===== src/rtl/capture2ram_if.sv =====
// Pixel-stream and line-buffer write bundle between the video source, capture2ram and the RAM.
// master = source/RAM side, slave = capture2ram.
interface capture2ram_if;
    logic [23:0] pixel_in;
    logic        pixel_en;
    logic        hsync_in;
    logic        vsync_in;
    logic        line_doubler;
    logic [23:0] wrdata;
    logic [14:0] wraddr;
    logic        wren;
    logic        starttrigger;
    logic        locked;

    modport master (
        output pixel_in, pixel_en, hsync_in, vsync_in, line_doubler,
        input  wrdata, wraddr, wren, starttrigger, locked
    );

    modport slave (
        input  pixel_in, pixel_en, hsync_in, vsync_in, line_doubler,
        output wrdata, wraddr, wren, starttrigger, locked
    );
endinterface


===== src/rtl/capture2ram.sv =====
// Locates the active window of the Dreamcast pixel stream, writes it into the line-buffer RAM
// as a ring of lines and pulses starttrigger once enough lines of a frame are buffered.
module capture2ram #(
    parameter logic [11:0] H_ACTIVE_START     = 12'd0,
    parameter int          H_ACTIVE_WIDTH     = 640,
    parameter logic [10:0] V_ACTIVE_START     = 11'd0,
    parameter int          V_ACTIVE_LINES     = 480,
    parameter int          BUFFER_LINE_LENGTH = 640,
    parameter int          RAM_NUMWORDS       = 30720,
    parameter int          TRIGGER_LINE       = 4
) (
    input  logic         clock,
    input  logic         reset,
    capture2ram_if.slave bus
);
    localparam logic [12:0] H_WIDTH    = 13'(H_ACTIVE_WIDTH);
    localparam logic [11:0] V_FULL     = 12'(V_ACTIVE_LINES);
    localparam logic [11:0] V_HALF     = 12'(V_ACTIVE_LINES >> 1);
    localparam logic [14:0] LINE_LEN   = 15'(BUFFER_LINE_LENGTH);
    localparam logic [14:0] BASE_LIMIT = 15'(RAM_NUMWORDS - BUFFER_LINE_LENGTH);
    localparam logic [7:0]  TRIG_LINES = 8'(TRIGGER_LINE);

    typedef enum logic [0:0] {ST_IDLE = 1'b0, ST_CAPTURE = 1'b1} state_t;

    state_t      state_q, state_d;
    logic        hs_prev_q, hs_prev_d, vs_prev_q, vs_prev_d;
    logic        ld_meta_q, ld_meta_d, ld_sync_q, ld_sync_d;
    logic [11:0] x_q, x_d;
    logic [10:0] y_q, y_d;
    logic [14:0] line_base_q, line_base_d;
    logic [7:0]  written_lines_q, written_lines_d;
    logic        trig_done_q, trig_done_d;
    logic        line_wrote_q, line_wrote_d;
    logic        wren_q, wren_d;
    logic [23:0] wrdata_q, wrdata_d;
    logic [14:0] wraddr_q, wraddr_d;
    logic        trig_q, trig_d;

    logic        hs_fall_s, vs_fall_s, ld_edge_s, x_in_s, y_in_s, write_s, advance_s;
    logic [12:0] x_off_s;
    logic [11:0] y_off_s, active_lines_s;

    // Next-state logic: sync edges, counters, window decode, ring advance, trigger and FSM.
    always_comb begin
        hs_fall_s      = hs_prev_q & ~bus.hsync_in;
        vs_fall_s      = vs_prev_q & ~bus.vsync_in;
        ld_edge_s      = ld_meta_q ^ ld_sync_q;
        active_lines_s = ld_sync_q ? V_HALF : V_FULL;
        x_off_s        = {1'b0, x_q} - {1'b0, H_ACTIVE_START};
        y_off_s        = {1'b0, y_q} - {1'b0, V_ACTIVE_START};
        x_in_s         = ~x_off_s[12] && (x_off_s < H_WIDTH);
        y_in_s         = ~y_off_s[11] && (y_off_s < active_lines_s);
        write_s        = bus.pixel_en && x_in_s && y_in_s && (state_q == ST_CAPTURE) && !ld_edge_s;
        advance_s      = hs_fall_s && y_in_s && (line_wrote_q || write_s);

        hs_prev_d       = bus.hsync_in;
        vs_prev_d       = bus.vsync_in;
        ld_meta_d       = bus.line_doubler;
        ld_sync_d       = ld_meta_q;
        state_d         = state_q;
        line_base_d     = line_base_q;
        written_lines_d = written_lines_q;
        trig_done_d     = trig_done_q;
        trig_d          = 1'b0;
        wren_d          = write_s;
        wrdata_d        = wrdata_q;
        wraddr_d        = wraddr_q;

        if (hs_fall_s) begin
            x_d = 12'd0;
        end else if (bus.pixel_en && (x_q != 12'hFFF)) begin
            x_d = x_q + 12'd1;
        end else begin
            x_d = x_q;
        end

        // vsync fall outranks a coincident hsync fall
        if (vs_fall_s) begin
            y_d = 11'd0;
        end else if (hs_fall_s && (y_q != 11'h7FF)) begin
            y_d = y_q + 11'd1;
        end else begin
            y_d = y_q;
        end

        if (hs_fall_s || vs_fall_s) begin
            line_wrote_d = 1'b0;
        end else if (write_s) begin
            line_wrote_d = 1'b1;
        end else begin
            line_wrote_d = line_wrote_q;
        end

        if (write_s) begin
            wrdata_d = bus.pixel_in;
            wraddr_d = line_base_q + {2'b00, x_off_s};
        end else begin
            wrdata_d = wrdata_q;
            wraddr_d = wraddr_q;
        end

        case (state_q)
            ST_IDLE: begin
                if (vs_fall_s) begin
                    state_d         = ST_CAPTURE;
                    line_base_d     = 15'd0;
                    written_lines_d = 8'd0;
                    trig_done_d     = 1'b0;
                end else begin
                    state_d = ST_IDLE;
                end
            end
            ST_CAPTURE: begin
                if (vs_fall_s) begin
                    line_base_d     = 15'd0;
                    written_lines_d = 8'd0;
                    trig_done_d     = 1'b0;
                end else begin
                    // same wrap rule as the reader so both sides agree on line bases
                    if (advance_s) begin
                        written_lines_d = (written_lines_q != 8'hFF) ? written_lines_q + 8'd1 : written_lines_q;
                        line_base_d     = (line_base_q < BASE_LIMIT) ? line_base_q + LINE_LEN : 15'd0;
                    end else begin
                        line_base_d = line_base_q;
                    end
                    if ((written_lines_q == TRIG_LINES) && !trig_done_q) begin
                        trig_d      = 1'b1;
                        trig_done_d = 1'b1;
                    end else begin
                        trig_d = 1'b0;
                    end
                end
            end
            default: begin
                state_d = ST_IDLE;
            end
        endcase

        if (ld_edge_s) begin
            state_d = ST_IDLE;
            trig_d  = 1'b0;
        end else begin
            state_d = state_d;
        end
    end

    // State and output registers.
    always_ff @(posedge clock or negedge reset) begin
        if (!reset) begin
            state_q         <= ST_IDLE;
            hs_prev_q       <= 1'b1;
            vs_prev_q       <= 1'b1;
            ld_meta_q       <= 1'b0;
            ld_sync_q       <= 1'b0;
            x_q             <= 12'd0;
            y_q             <= 11'd0;
            line_base_q     <= 15'd0;
            written_lines_q <= 8'd0;
            trig_done_q     <= 1'b0;
            line_wrote_q    <= 1'b0;
            wren_q          <= 1'b0;
            wrdata_q        <= 24'd0;
            wraddr_q        <= 15'd0;
            trig_q          <= 1'b0;
        end else begin
            state_q         <= state_d;
            hs_prev_q       <= hs_prev_d;
            vs_prev_q       <= vs_prev_d;
            ld_meta_q       <= ld_meta_d;
            ld_sync_q       <= ld_sync_d;
            x_q             <= x_d;
            y_q             <= y_d;
            line_base_q     <= line_base_d;
            written_lines_q <= written_lines_d;
            trig_done_q     <= trig_done_d;
            line_wrote_q    <= line_wrote_d;
            wren_q          <= wren_d;
            wrdata_q        <= wrdata_d;
            wraddr_q        <= wraddr_d;
            trig_q          <= trig_d;
        end
    end

    assign bus.wren         = wren_q;
    assign bus.wrdata       = wrdata_q;
    assign bus.wraddr       = wraddr_q;
    assign bus.starttrigger = trig_q;
    assign bus.locked       = (state_q == ST_CAPTURE);
endmodule

===== src/flat_wrapper.sv =====
// flat-port wrapper written by rule: the top's interface ports become plain ports
module capture2ram_flat 
#(
    parameter logic [11:0] H_ACTIVE_START     = 12'd0,
    parameter int          H_ACTIVE_WIDTH     = 640,
    parameter logic [10:0] V_ACTIVE_START     = 11'd0,
    parameter int          V_ACTIVE_LINES     = 480,
    parameter int          BUFFER_LINE_LENGTH = 640,
    parameter int          RAM_NUMWORDS       = 30720,
    parameter int          TRIGGER_LINE       = 4
)
  (clock, reset, bus_pixel_in, bus_pixel_en, bus_hsync_in, bus_vsync_in, bus_line_doubler, bus_wrdata, bus_wraddr, bus_wren, bus_starttrigger, bus_locked);
  capture2ram_if bus_i ();
  input  logic clock;
  input  logic reset;
  input wire logic [$bits(bus_i.pixel_in)-1:0] bus_pixel_in;
  input wire logic [$bits(bus_i.pixel_en)-1:0] bus_pixel_en;
  input wire logic [$bits(bus_i.hsync_in)-1:0] bus_hsync_in;
  input wire logic [$bits(bus_i.vsync_in)-1:0] bus_vsync_in;
  input wire logic [$bits(bus_i.line_doubler)-1:0] bus_line_doubler;
  output wire logic [$bits(bus_i.wrdata)-1:0] bus_wrdata;
  output wire logic [$bits(bus_i.wraddr)-1:0] bus_wraddr;
  output wire logic [$bits(bus_i.wren)-1:0] bus_wren;
  output wire logic [$bits(bus_i.starttrigger)-1:0] bus_starttrigger;
  output wire logic [$bits(bus_i.locked)-1:0] bus_locked;
  assign bus_i.pixel_in = bus_pixel_in;
  assign bus_i.pixel_en = bus_pixel_en;
  assign bus_i.hsync_in = bus_hsync_in;
  assign bus_i.vsync_in = bus_vsync_in;
  assign bus_i.line_doubler = bus_line_doubler;
  assign bus_wrdata = bus_i.wrdata;
  assign bus_wraddr = bus_i.wraddr;
  assign bus_wren = bus_i.wren;
  assign bus_starttrigger = bus_i.starttrigger;
  assign bus_locked = bus_i.locked;
  capture2ram #(.H_ACTIVE_START(H_ACTIVE_START), .H_ACTIVE_WIDTH(H_ACTIVE_WIDTH), .V_ACTIVE_START(V_ACTIVE_START), .V_ACTIVE_LINES(V_ACTIVE_LINES), .BUFFER_LINE_LENGTH(BUFFER_LINE_LENGTH), .RAM_NUMWORDS(RAM_NUMWORDS), .TRIGGER_LINE(TRIGGER_LINE)) u_core (.clock(clock), .reset(reset), .bus(bus_i));
endmodule

===== config.mk =====
export PLATFORM = sky130hd
export DESIGN_NAME = capture2ram_flat
export DESIGN_NICKNAME = d
export VERILOG_FILES = /design/src/rtl/capture2ram_if.sv /design/src/rtl/capture2ram.sv /design/src/flat_wrapper.sv
export SDC_FILE = /design/constraint.sdc
export NUM_CORES = 1
export LEC_CHECK = 0
export CAP_MARGIN = 20
export CORE_MARGIN = 2
export CORE_UTILIZATION = 35
export CTS_CLUSTER_SIZE = 40
export DETAILED_ROUTE_END_ITERATION = 10
export PLACE_DENSITY = 0.64
export SYNTH_ARGS = -nofsm -noshare
export SYNTH_HDL_FRONTEND = slang
export SYNTH_SLANG_ARGS = --single-unit

===== constraint.sdc =====
create_clock -name clock -period 4.2 [get_ports clock]
set_input_delay 1.26 -clock clock [delete_from_list [all_inputs] [get_ports clock]]
set_output_delay 1.26 -clock clock [all_outputs]
set_load 0.02 [all_outputs]

Word-level counts from Yosys, hierarchy flattened:

Cells that the tools add are included.
Widths: inputs -> output; s select.

* output and inout bits: 42
* word-level logic and storage cells: 84
* register bits: 94

* bitwise operators: 6
* multiplexer cells: 28
* equality and inequality tests: 8
* reductions and logical operators: 19
* $add $sub $neg: 5
* magnitude comparators: 3

Operator list (count)
* $mux 15: 4
* $mux 8: 4
* $pmux 15 s2: 1
* $mux 12: 2
* $mux 11: 2
* $pmux 8 s2: 1
* $add 15x10->15 const B: 1
* $add 15x12->15: 1
* $lt 15x15->1 const B: 1
* $add 12x1->12 const B: 1
* $lt 11x12->1: 1
* $lt 12x10->1 const B: 1
* $mux 1: 12
* $ne 12x12->1 const B: 1
* $add 11x1->11 const B: 1
* $ne 11x11->1 const B: 1
* $logic_and 1x1->1: 9
* $mux 9: 1
* $ne 3x3->1 const B: 3
* $add 8x1->8 const B: 1
* $eq 8x3->1 const B: 1
* $ne 8x8->1 const B: 1
* $reduce_bool 2->1: 3
* $reduce_and 2->1: 2
* other kinds (8): 13

Longest topological paths before layout:

Gate-level depths: netlist of run 1.

* depth after elaboration: 10
* mapped depth: 7
* gate-level depth less buffers: 6

Worst setup path before layout of run 1:

No wires, ideal clock.

* path kind: in2reg
* from: input port bus_hsync_in
* to: register u_core.written_lines_q[5]
* path buffers: 0
* required time: 4.080 ns
* setup slack: 1.641 ns
* stages: 5
* data arrival time: 2.439 ns
* cells stage by stage: nand2b_1 > a311o_1 > nor4_4 > a21oi_1 > a31o_1

* longest elaborated chain between the ends: 6

RTL lines
* from (decl): RTL line flat_wrapper.sv:18 `input wire logic [$bits(bus_i.hsync_in)-1:0] bus_hsync_in;`
* $not 1->1: RTL line capture2ram.sv:45 `hs_fall_s = hs_prev_q & ~bus.hsync_in;`
* $and 1x1->1: RTL line capture2ram.sv:45
* $logic_and 1x1->1 (2 in a row): RTL line capture2ram.sv:54 `advance_s = hs_fall_s && y_in_s && (line_wrote_q || write_s);`
* $ne 3x3->1 (no line)
* $reduce_and 3->1 (no line)
* to (signal assigned): RTL line capture2ram.sv:174 `written_lines_q <= written_lines_d;`
* to (decl): RTL line capture2ram.sv:31 `logic [7:0] written_lines_q, written_lines_d;`

Every way passes these cells.
A chain may end at the register's enable or synchronous reset.

Worst setup path in the final report of run 1:

* from: input port bus_pixel_en
* to: register u_core.line_base_q[9]

* longest elaborated chain between the ends: 8

RTL lines
* from (decl): RTL line flat_wrapper.sv:17 `input wire logic [$bits(bus_i.pixel_en)-1:0] bus_pixel_en;`
* $logic_and 1x1->1 (4 in a row): RTL line capture2ram.sv:53 `write_s = bus.pixel_en && x_in_s && y_in_s && (state_q == ST_CAPTURE) && !ld_edge_s;`
* $logic_or 1x1->1: RTL line capture2ram.sv:54
* $logic_and 1x1->1: RTL line capture2ram.sv:54
* $ne 3x3->1 (no line)
* $reduce_and 2->1 (no line)
* to (signal assigned): RTL line capture2ram.sv:173 `line_base_q <= line_base_d;`
* to (decl): RTL line capture2ram.sv:30 `logic [14:0] line_base_q, line_base_d;`

Every way passes these cells.

==> results.txt, run 1 <==
Global route total overflow -> 0
Iteration-0 DRC Markers -> 73
Distinct cell type count after synthesis -> 52
Effective utilization at floorplan -> 0.357
Sw power -> 0.691 mW
Final Routed Wirelength -> 8.11 mm
Achievable clock frequency -> 329 MHz
Antenna Cells -> 0
CTS sink count -> 87
Largest vdd supply drop -> 0.273 mV
IO Port Bufs -> 71
Area Overhead vs Synth -> 28.6%
Vias per cell -> 5.02
Placement row count -> 39
H-tree depth -> 3
Endpoints failing setup -> 0
Post-Place Setup Slack -> 0.828 ns
Overall power after layout -> 2.38 mW
Total internal power -> 1.69 mW
Outcome -> completed
Setup repair after global routing missed its margin -> false
Count of pins over their slew limit -> 0
Clock network fraction of total power -> 0.310
Post-detailed-placement cell area -> 4920 um2
Hold Violations, Final -> 0
Tot GR Track Use -> 0.140
Crit-path slowest cell -> clkdlybuf4s50_1
Seq/Total Area, Yosys -> 0.537
Cells traversed along the worst timing path -> clkdlybuf4s50_1 -> nor3b_1 -> a31oi_1 -> o21a_1 -> nand2b_4 -> o31ai_1
IO Count -> 72
Sequential fraction of design power -> 0.445
Total nets after synthesis -> 397
Post-layout nets -> 472
Count of flip-flops with a built-in enable after synthesis -> 0
Part of the cycle the worst path needs -> 0.723
Global placer's final weighted congestion -> 0.803
Hold WC Path Type -> reg -> reg
# DRC -> 0
Routed length per placed instance -> 14.0 um
Slew margin rel. -> 0.449
Setup Crit Path Kind -> in -> reg
Clock transition at path regs -> 0.06 ns
Setup slack of the most critical reg-to-reg path -> 1.71 ns
Post-synthesis instance area -> 4060 um2
Sum of negative setup slack -> 0 ns
Number of global-route vias before repair -> 2937
Worst Skew -> 0.00415 ns
Post-synthesis area per instance -> 11.4 um2
Final critical path time including I/O delays and setup -> 3.04 ns
Total Die Area -> 12500 um2
Critical path buffer and inverter count -> 1
Iteration count of the initial detailed-routing pass -> 4
Die Y-Extent -> 112 um
Crit Reg-Reg Endpoint -> u_core.line_base_q[9]
Final core occ -> 0.459
Horiz. Die Dim -> 112 um
Hold-fix buffers at CTS -> 0
Startpoint of the worst hold path -> u_core.ld_meta_q
Worst Setup Start Kind -> input port
Critical path data required time -> 4.44 ns
Worst Max-Slew Pin Slew -> 0.825 ns
Clk_lat worst skew -> 0.33 ns
CP endpoint kind -> register
Antenna Nets Post-Route -> 0
First-pass GRT wire length -> 14.3 mm
Dominant synthesized flop cell -> dfrtp_1
Placeable core area -> 11400 um2
Worst-case setup margin in the final layout -> 1.16 ns
CTS tree -> yes
Buffer count from post-CTS setup fixing -> 0
Hpwl dp -> 5.61 mm
Share of synthesized flip-flops with an asynchronous set or reset -> 1.00
# Max-Cap Violations -> 0
Post-Synthesis Cells -> 356
Worst r2r path cells -> 6
Worst hold margin -> 0.423 ns
Highest-count cells in the layout ignoring fill and taps -> 85 x dfrtp_1, 70 x clkdlybuf4s50_1, 32 x nor2_1, 27 x mux2_1, 24 x nand2_1
Most common cell after layout, fill and taps aside -> dfrtp_1
Total leakage power -> 2.31 nW
Number of synthesized register bits -> 87
Pin count of the biggest net entering global routing -> 88
Crit path largest cell delay -> 0.57 ns
WHS Path Cells -> 0
Switching share of power -> 0.291
Detailed-route via count -> 2899
CP delay by family, top -> compound AO/OA/AOI/OAI gates
Total power density per cell area -> 456 nW/um2
Warnings from Yosys -> 0
Layout cell share with drive strength beyond 1 -> 0.0759
Final instance count without filler cells -> 578
Number of antenna violations at the first check in global routing -> 0
DP Cell Count -> 562
Combinational cell fraction of total power -> 0.245
Clock Tree Root -> clkbuf_16
TritonCTS Buffers -> 9
Capture endpoint of the worst hold path -> u_core.ld_sync_q
Number of instances resized during post-cts repair -> 0
Number of buffers between clock root and the deepest sink -> 2
CP arrival -> 3.27 ns
Startpoint of the most critical register-to-register path -> u_core.y_q[8]
Largest fanout on the critical path -> 13
Path length in cells of the critical path -> 6
Design area -> 5220 um2
[synthesized netlist by cell type (all sizes together) (8+ instances only)]
library cell | number | area, um2
dfrtp | 85 | 2130
mux2 | 33 | 372
nor2 | 32 | 120
nand2 | 24 | 90.1
o21ai | 21 | 105
nand3 | 13 | 65.1
xor2 | 13 | 114
xnor2 | 12 | 105
ha | 11 | 138
nand2b | 9 | 63.8
nor3 | 9 | 50.1
and3 | 8 | 50.1
inv | 8 | 30.0
nand4 | 8 | 56.3
[power by group through the flow]
stage	clock network, mW	logic, mW	registers (mW)
final	0.736	0.582	1.06
after CTS	0.761	0.590	1.06
after global routing	0.795	0.623	1.08
after detailed placement	0	0.587	1.07
after floorplan	0	0.149	1.20
after global placement	0	0.579	1.06
[logic make-up (layout without fill, tap and decap cells)]
family,count (synthesis),in the layout,synth area share
AND/OR/NAND/NOR,121,121,0.160
adder cells (fa/ha/maj),11,11,0.0339
flip-flops,87,87,0.537
buffers and inverters,18,97,0.0176
multiplexers,38,38,0.104
XOR/XNOR,25,25,0.0540
AO/OA/AOI/OAI,56,56,0.0926
[metal layers]
metal	GRT usage	vias up	wire (um)
li1	-	1423	-
met1	0.192	1428	3910
met2	0.219	38	3850
met3	0.0185	10	212
met4	0.0667	0	143
met5	0	-	0
[worst reg2reg max path: cells and delay by family (launching register included)]
family / cells / cell delay, ns
fa+ha+maj: 1 / 0.20
simple gates: 2 / 0.76
compound gates: 3 / 1.01
flops: 1 / 0.42
[area by class of cell]
cell class	count	area, um2
clock inverters	5	33.8
well taps	143	179
fillers	1060	6150
clock buffers	10	239
flip-flops and latches	87	2180
repair buffers	74	751
multi-input cells	251	1800
inverters	8	30.0
[how the worst max path moves through the flow]
| stage | from | to |
|---|---|---|
| 6_report | bus_pixel_en | u_core.line_base_q[9] |
| 5_1_grt | bus_pixel_en | u_core.line_base_q[13] |
| 4_1_cts | bus_pixel_en | u_core.line_base_q[9] |
| 3_5_place_dp | bus_pixel_en | u_core.line_base_q[9] |
| 3_3_place_gp | bus_pixel_en | u_core.line_base_q[13] |
| 2_1_floorplan | bus_hsync_in | u_core.written_lines_q[5] |
[registers in the layout (all words and copies together) (netlist names)]
| register | cells |
|---|---|
| u_core.hs_prev_q | 1 |
| u_core.line_wrote_q | 1 |
| u_core.line_base_q | 8 |
| u_core.y_q | 11 |
| u_core.written_lines_q | 8 |
| u_core.bus.starttrigger | 1 |
| u_core.x_q | 12 |
| u_core.vs_prev_q | 1 |
| u_core.bus.wrdata | 24 |
| u_core.bus.locked | 1 |
| u_core.ld_sync_q | 1 |
| u_core.bus.wren | 1 |
| u_core.bus.wraddr | 15 |
| u_core.trig_done_q | 1 |
| u_core.ld_meta_q | 1 |
No activity file was read; power rests on OpenSTA's default activity.
==> run 2, diff against run 1 <==
- clock period: 4.2 -> 3.1 ns (I/O delays scaled with it)
==> run 2 against run 1 <==
Total power grew 49%; clock power grew 79%; clock skew grew 0.0056 ns; sequential power grew 35%; count of clock-buffer cells in the layout grew 1; global-route usage grew 0.21 points; die area is the same; setup slack lost 0.66 ns; critical endpoint unchanged.
==> results.txt, run 2 (same netlist as run 1, synthesis figures left out) <==
Outcome -> completed
Hold-fix buffers at CTS -> 0 (unchanged)
Post-layout nets -> 476 (+0.85%)
CP arrival -> 2.83 ns (-0.44 ns)
# DRC -> 0 (unchanged)
CP delay by family, top -> compound AO/OA/AOI/OAI gates
# Max-Cap Violations -> 0 (unchanged)
Iteration-0 DRC Markers -> 105 (+44%)
Final critical path time including I/O delays and setup -> 2.60 ns
Global placer's final weighted congestion -> 0.787 (-2.0%)
TritonCTS Buffers -> 9 (unchanged)
Tot GR Track Use -> 0.142 (+0.00212)
Total power density per cell area -> 663 nW/um2 (+46%)
Achievable clock frequency -> 385 MHz
Hpwl dp -> 5.79 mm (+3.1%)
Highest-count cells in the layout ignoring fill and taps -> 85 x dfrtp_1, 70 x clkdlybuf4s50_1, 32 x nor2_1, 27 x mux2_1, 24 x nand2_1
CP endpoint kind -> register
Placement row count -> 39 (unchanged)
Clock Tree Root -> clkbuf_16
Largest fanout on the critical path -> 13 (unchanged)
Global route total overflow -> 0 (unchanged)
Crit-path slowest cell -> clkdlybuf4s50_1
Storage element area -> 2180 um2 (unchanged)
Largest vdd supply drop -> 0.372 mV (+36%)
Number of antenna violations at the first check in global routing -> 0 (unchanged)
Clock transition at path regs -> 0.06 ns (about the same)
Total leakage power -> 2.38 nW (+2.8%)
DP Cell Count -> 567 (+0.89%)
Clk_lat worst skew -> 0.33 ns (about the same)
Cells traversed along the worst timing path -> clkdlybuf4s50_1 -> nor3b_1 -> a31oi_1 -> o21a_1 -> nand2b_4 -> o31ai_1
Area used by multi-input combinational logic -> 1800 um2 (unchanged)
Hold WC Path Type -> reg -> reg
Final core occ -> 0.469 (+0.0107)
Layout cell share with drive strength beyond 1 -> 0.0841 (+0.00823)
Final Routed Wirelength -> 8.21 mm (+1.2%)
CTS tree -> yes
Vias per cell -> 5.06 (+0.92%)
Number of flip-flops under the largest register name -> 24 (unchanged)
Worst Setup Start Kind -> input port
Worst Max-Slew Pin Slew -> 0.698 ns (-0.127 ns)
Crit path largest cell delay -> 0.50 ns (-0.07 ns)
First-pass GRT wire length -> 14.5 mm (+1.8%)
Horiz. Die Dim -> 112 um (unchanged)
Number of instances resized during post-cts repair -> 0 (unchanged)
IO Port Bufs -> 71 (unchanged)
IO Count -> 72 (unchanged)
Hold Violations, Final -> 0 (unchanged)
Setup Crit Path Kind -> in -> reg
Slew margin rel. -> 0.531 (+0.0817)
Pin count of the biggest net entering global routing -> 47 (-47%)
Effective utilization at floorplan -> 0.357 (unchanged)
Final instance count without filler cells -> 583 (+0.87%)
Worst Skew -> 0.00977 ns (+0.00562 ns)
Part of the cycle the worst path needs -> 0.838
Worst-case setup margin in the final layout -> 0.501 ns (-0.663 ns)
Count of filler cells inserted in the layout -> 1046 (-1.3%)
Iteration count of the initial detailed-routing pass -> 4 (unchanged)
Setup repair after global routing missed its margin -> false
Number of buffers between clock root and the deepest sink -> 2 (unchanged)
H-tree depth -> 3 (unchanged)
Overall power after layout -> 3.54 mW (+49%)
Antenna Cells -> 0 (unchanged)
Critical path data required time -> 3.33 ns (-1.11 ns)
Total Die Area -> 12500 um2 (unchanged)
CTS sink count -> 87 (unchanged)
Placeable core area -> 11400 um2 (unchanged)
Sum of negative setup slack -> 0 ns (unchanged)
Die Y-Extent -> 112 um (unchanged)
Number of global-route vias before repair -> 3073 (+4.6%)
Most common cell after layout, fill and taps aside -> dfrtp_1
Detailed-route via count -> 2951 (+1.8%)
Count of pins over their slew limit -> 0 (unchanged)
Critical path buffer and inverter count -> 1 (unchanged)
Endpoints failing setup -> 0 (unchanged)
Buffer count from post-CTS setup fixing -> 0 (unchanged)
Post-Place Setup Slack -> 0.188 ns (-0.639 ns)
Antenna Nets Post-Route -> 0 (unchanged)
Area Overhead vs Synth -> 31.6%
Routed length per placed instance -> 14.1 um (+0.30%)
run 2: routing by layer:
| layer | share of wire | up-vias | track usage |
|---|---|---|---|
| met3 | 0.033 | 4 | 0.0386 |
| li1 | - | 1430 | - |
| met4 | 0.0095 | 0 | 0.0387 |
| met1 | 0.45 | 1472 | 0.184 |
| met2 | 0.51 | 45 | 0.235 |
| met5 | 0 | - | 0 |
run 2: layout make-up:
cell class	count	area share
flip-flops and latches	87	0.408
repair buffers	78	0.145
well taps	143	0.0335
clock buffers	11	0.0455
clock inverters	5	0.0241
multi-input cells	251	0.338
inverters	8	0.00563
run 2: final timing paths:
check / startpoint / endpoint / slack (ns) / depth (start not counted)
worst max-delay path: bus_pixel_en / u_core.line_base_q[9] / 0.50 / 6
worst min-delay path: u_core.ld_meta_q / u_core.ld_sync_q / 0.42 / 0
worst max register to register: u_core.y_q[8] / u_core.line_base_q[9] / 0.59 / 6
worst min register to register: u_core.ld_meta_q / u_core.ld_sync_q / 0.42 / 0
max in group asynchronous: reset / u_core.vs_prev_q / 1.81 / 2
min in group asynchronous: reset / u_core.bus.wrdata[10] / 0.59 / 1
run 2: power breakdown:
part | internal, mW | switching (mW)
clock | 0.893 | 0.431
sequential | 1.31 | 0.113
combinational | 0.409 | 0.380
total | 2.62 | 0.923
run 2: through the flow:
stage                     area [um2]  hold slack [ns]
after floorplan                 4060            0.373
after global placement          4970            0.405
after detailed placement        4970            0.410
after CTS                       5340            0.425
after global routing            5340            0.441
final                           5340            0.422
==> run 3, diff against run 2 <==
- clock period: 3.1 -> 2.5 ns (I/O delays scaled with it)
==> run 3 against run 2 <==
Register-to-register slack got worse by 0.49 ns; sequential share of layout area is 0.067 points higher; largest cell class unchanged; worst hold slack got worse by 0.084 ns; non-clock buffer count is 10 higher; die area did not move; clock skew barely moved.
==> results.txt, run 3 (same netlist as run 1, synthesis figures left out) <==
Tot GR Track Use -> 0.142 (+0.000264)
Crit-path slowest cell -> or4b_1
Clock transition at path regs -> 0.06 ns (about the same)
Hold Violations, Final -> 0 (unchanged)
Worst Max-Slew Pin Slew -> 0.638 ns (-0.0600 ns)
Setup repair after global routing missed its margin -> false
Part of the cycle the worst path needs -> 0.961
Hold WC Path Type -> in -> async
Achievable clock frequency -> 416 MHz
Final core occ -> 0.469 (-0.000770)
CTS tree -> yes
Outcome -> completed
Pin count of the biggest net entering global routing -> 59 (+26%)
Sum of negative setup slack -> 0 ns (unchanged)
Vias per cell -> 4.95 (-2.2%)
Number of buffers between clock root and the deepest sink -> 2 (unchanged)
Total Die Area -> 12500 um2 (unchanged)
Buffer count from post-CTS setup fixing -> 0 (unchanged)
Global route total overflow -> 0 (unchanged)
Count of pins over their slew limit -> 0 (unchanged)
IO Count -> 72 (unchanged)
CP endpoint kind -> register
# DRC -> 0 (unchanged)
Setup Crit Path Kind -> reg -> reg
Horiz. Die Dim -> 112 um (unchanged)
Largest fanout on the critical path -> 11 (-2)
Antenna Cells -> 0 (unchanged)
Die Y-Extent -> 112 um (unchanged)
Hpwl dp -> 5.79 mm (about the same)
Number of global-route vias before repair -> 3086 (+0.42%)
H-tree depth -> 3 (unchanged)
Slew margin rel. -> 0.571 (+0.0404)
Post-Place Setup Slack -> -0.260 ns (-0.448 ns)
Clock Tree Root -> clkbuf_16
Iteration count of the initial detailed-routing pass -> 4 (unchanged)
CP arrival -> 2.64 ns (-0.19 ns)
Antenna Nets Post-Route -> 0 (unchanged)
First-pass GRT wire length -> 14.5 mm (+0.19%)
Global placer's final weighted congestion -> 0.828 (+5.2%)
Layout cell share with drive strength beyond 1 -> 0.109 (+0.0250)
Area Overhead vs Synth -> 31.4%
Routed length per placed instance -> 13.8 um (-2.1%)
Placeable core area -> 11400 um2 (unchanged)
Final critical path time including I/O delays and setup -> 2.40 ns
CTS sink count -> 87 (unchanged)
Critical path data required time -> 2.74 ns (-0.59 ns)
Detailed-route via count -> 2932 (-0.64%)
Number of antenna violations at the first check in global routing -> 0 (unchanged)
Endpoints failing setup -> 0 (unchanged)
# Max-Cap Violations -> 0 (unchanged)
Crit path largest cell delay -> 0.53 ns (+0.03 ns)
Largest vdd supply drop -> 0.495 mV (+33%)
IO Port Bufs -> 71 (unchanged)
Worst-case setup margin in the final layout -> 0.0984 ns (-0.403 ns)
Worst Skew -> 0.00990 ns (+0.000131 ns)
Placement row count -> 39 (unchanged)
Most common cell after layout, fill and taps aside -> dfrtp_1
Final Routed Wirelength -> 8.16 mm (-0.56%)
Number of flip-flops under the largest register name -> 24 (unchanged)
Highest-count cells in the layout ignoring fill and taps -> 85 x dfrtp_1, 70 x clkdlybuf4s50_1, 31 x nor2_1, 27 x mux2_1, 24 x nand2_1
Count of filler cells inserted in the layout -> 1048 (+0.19%)
Total power density per cell area -> 751 nW/um2 (+13%)
Effective utilization at floorplan -> 0.357 (unchanged)
TritonCTS Buffers -> 9 (unchanged)
Total leakage power -> 2.39 nW (+0.60%)
Clk_lat worst skew -> 0.34 ns (about the same)
Cells traversed along the worst timing path -> ha_1 -> or4b_1 -> a311o_1 -> o21a_2 -> nand2b_4 -> o31ai_1
Post-layout nets -> 486 (+2.1%)
Worst Setup Start Kind -> register
Worst hold margin -> 0.338 ns (-0.0838 ns)
Iteration-0 DRC Markers -> 99 (-5.7%)
run 3: cell types whose count changed in the layout (fill, tap and decap cells not counted), sizes merged:
cell	before	now
clkbuf	11	10
clkinv	1	4
bufinv	4	0
buf	8	18
inv	8	9
run 3: repair_timing:
action,in CTS,in global routing
setup endpoints to repair,0,11
resized for setup,0,2
hold buffers,0,0
run 3: power by group:
group	switching, mW	internal, mW
registers	0.138	1.63
clock network	0.539	0.694
logic	0.479	0.522
run 3: stage by stage:
| step | instance area [um2] | total power, mW | std cells |
|---|---|---|---|
| 6_report | 5330 | 4.00 | 592 |
| 5_1_grt | 5330 | 4.21 | 592 |
| 4_1_cts | 5330 | 4.07 | 592 |
| 3_5_place_dp | 5050 | 2.81 | 577 |
| 3_3_place_gp | 5050 | 2.79 | 577 |
| 2_1_floorplan | 4060 | 2.26 | 356 |
run 3: worst max-delay path, delay by kind of cell (launching register included):
family | cells | cell delay, ns
compound gates | 3 | 0.97
fa+ha+maj | 1 | 0.20
flops | 1 | 0.42
simple gates | 2 | 0.73
run 3: area by class of cell:
| type | count | area, um2 | share of cell area |
|---|---|---|---|
| clock buffers | 10 | 239 | 0.0448 |
| repair buffers | 88 | 861 | 0.162 |
| flip-flops and latches | 87 | 2180 | 0.409 |
| inverters | 8 | 30.0 | 0.00564 |
| well taps | 143 | 179 | 0.0336 |
| clock inverters | 5 | 32.5 | 0.00610 |
| multi-input cells | 251 | 1810 | 0.339 |
run 3: path summary, 6_finish.rpt:
kind                                       start                    end  slack, ns  cells past startpoint
worst max-delay path               u_core.y_q[8]  u_core.line_base_q[9]        0.1                      6
worst min-delay path                       reset  u_core.bus.wrdata[15]       0.34                      1
worst max register to register     u_core.y_q[8]  u_core.line_base_q[9]        0.1                      6
worst min register to register  u_core.ld_meta_q       u_core.ld_sync_q       0.43                      0
max in group asynchronous                  reset       u_core.vs_prev_q       1.48                      2
min in group clock              u_core.ld_meta_q       u_core.ld_sync_q       0.43                      0
run 3: routing by layer:
metal	vias up	share of wire	track usage
li1	1448	-	-
met1	1437	0.48	0.197
met2	40	0.47	0.221
met3	7	0.030	0.0283
met4	0	0.014	0.0543
met5	-	0	0
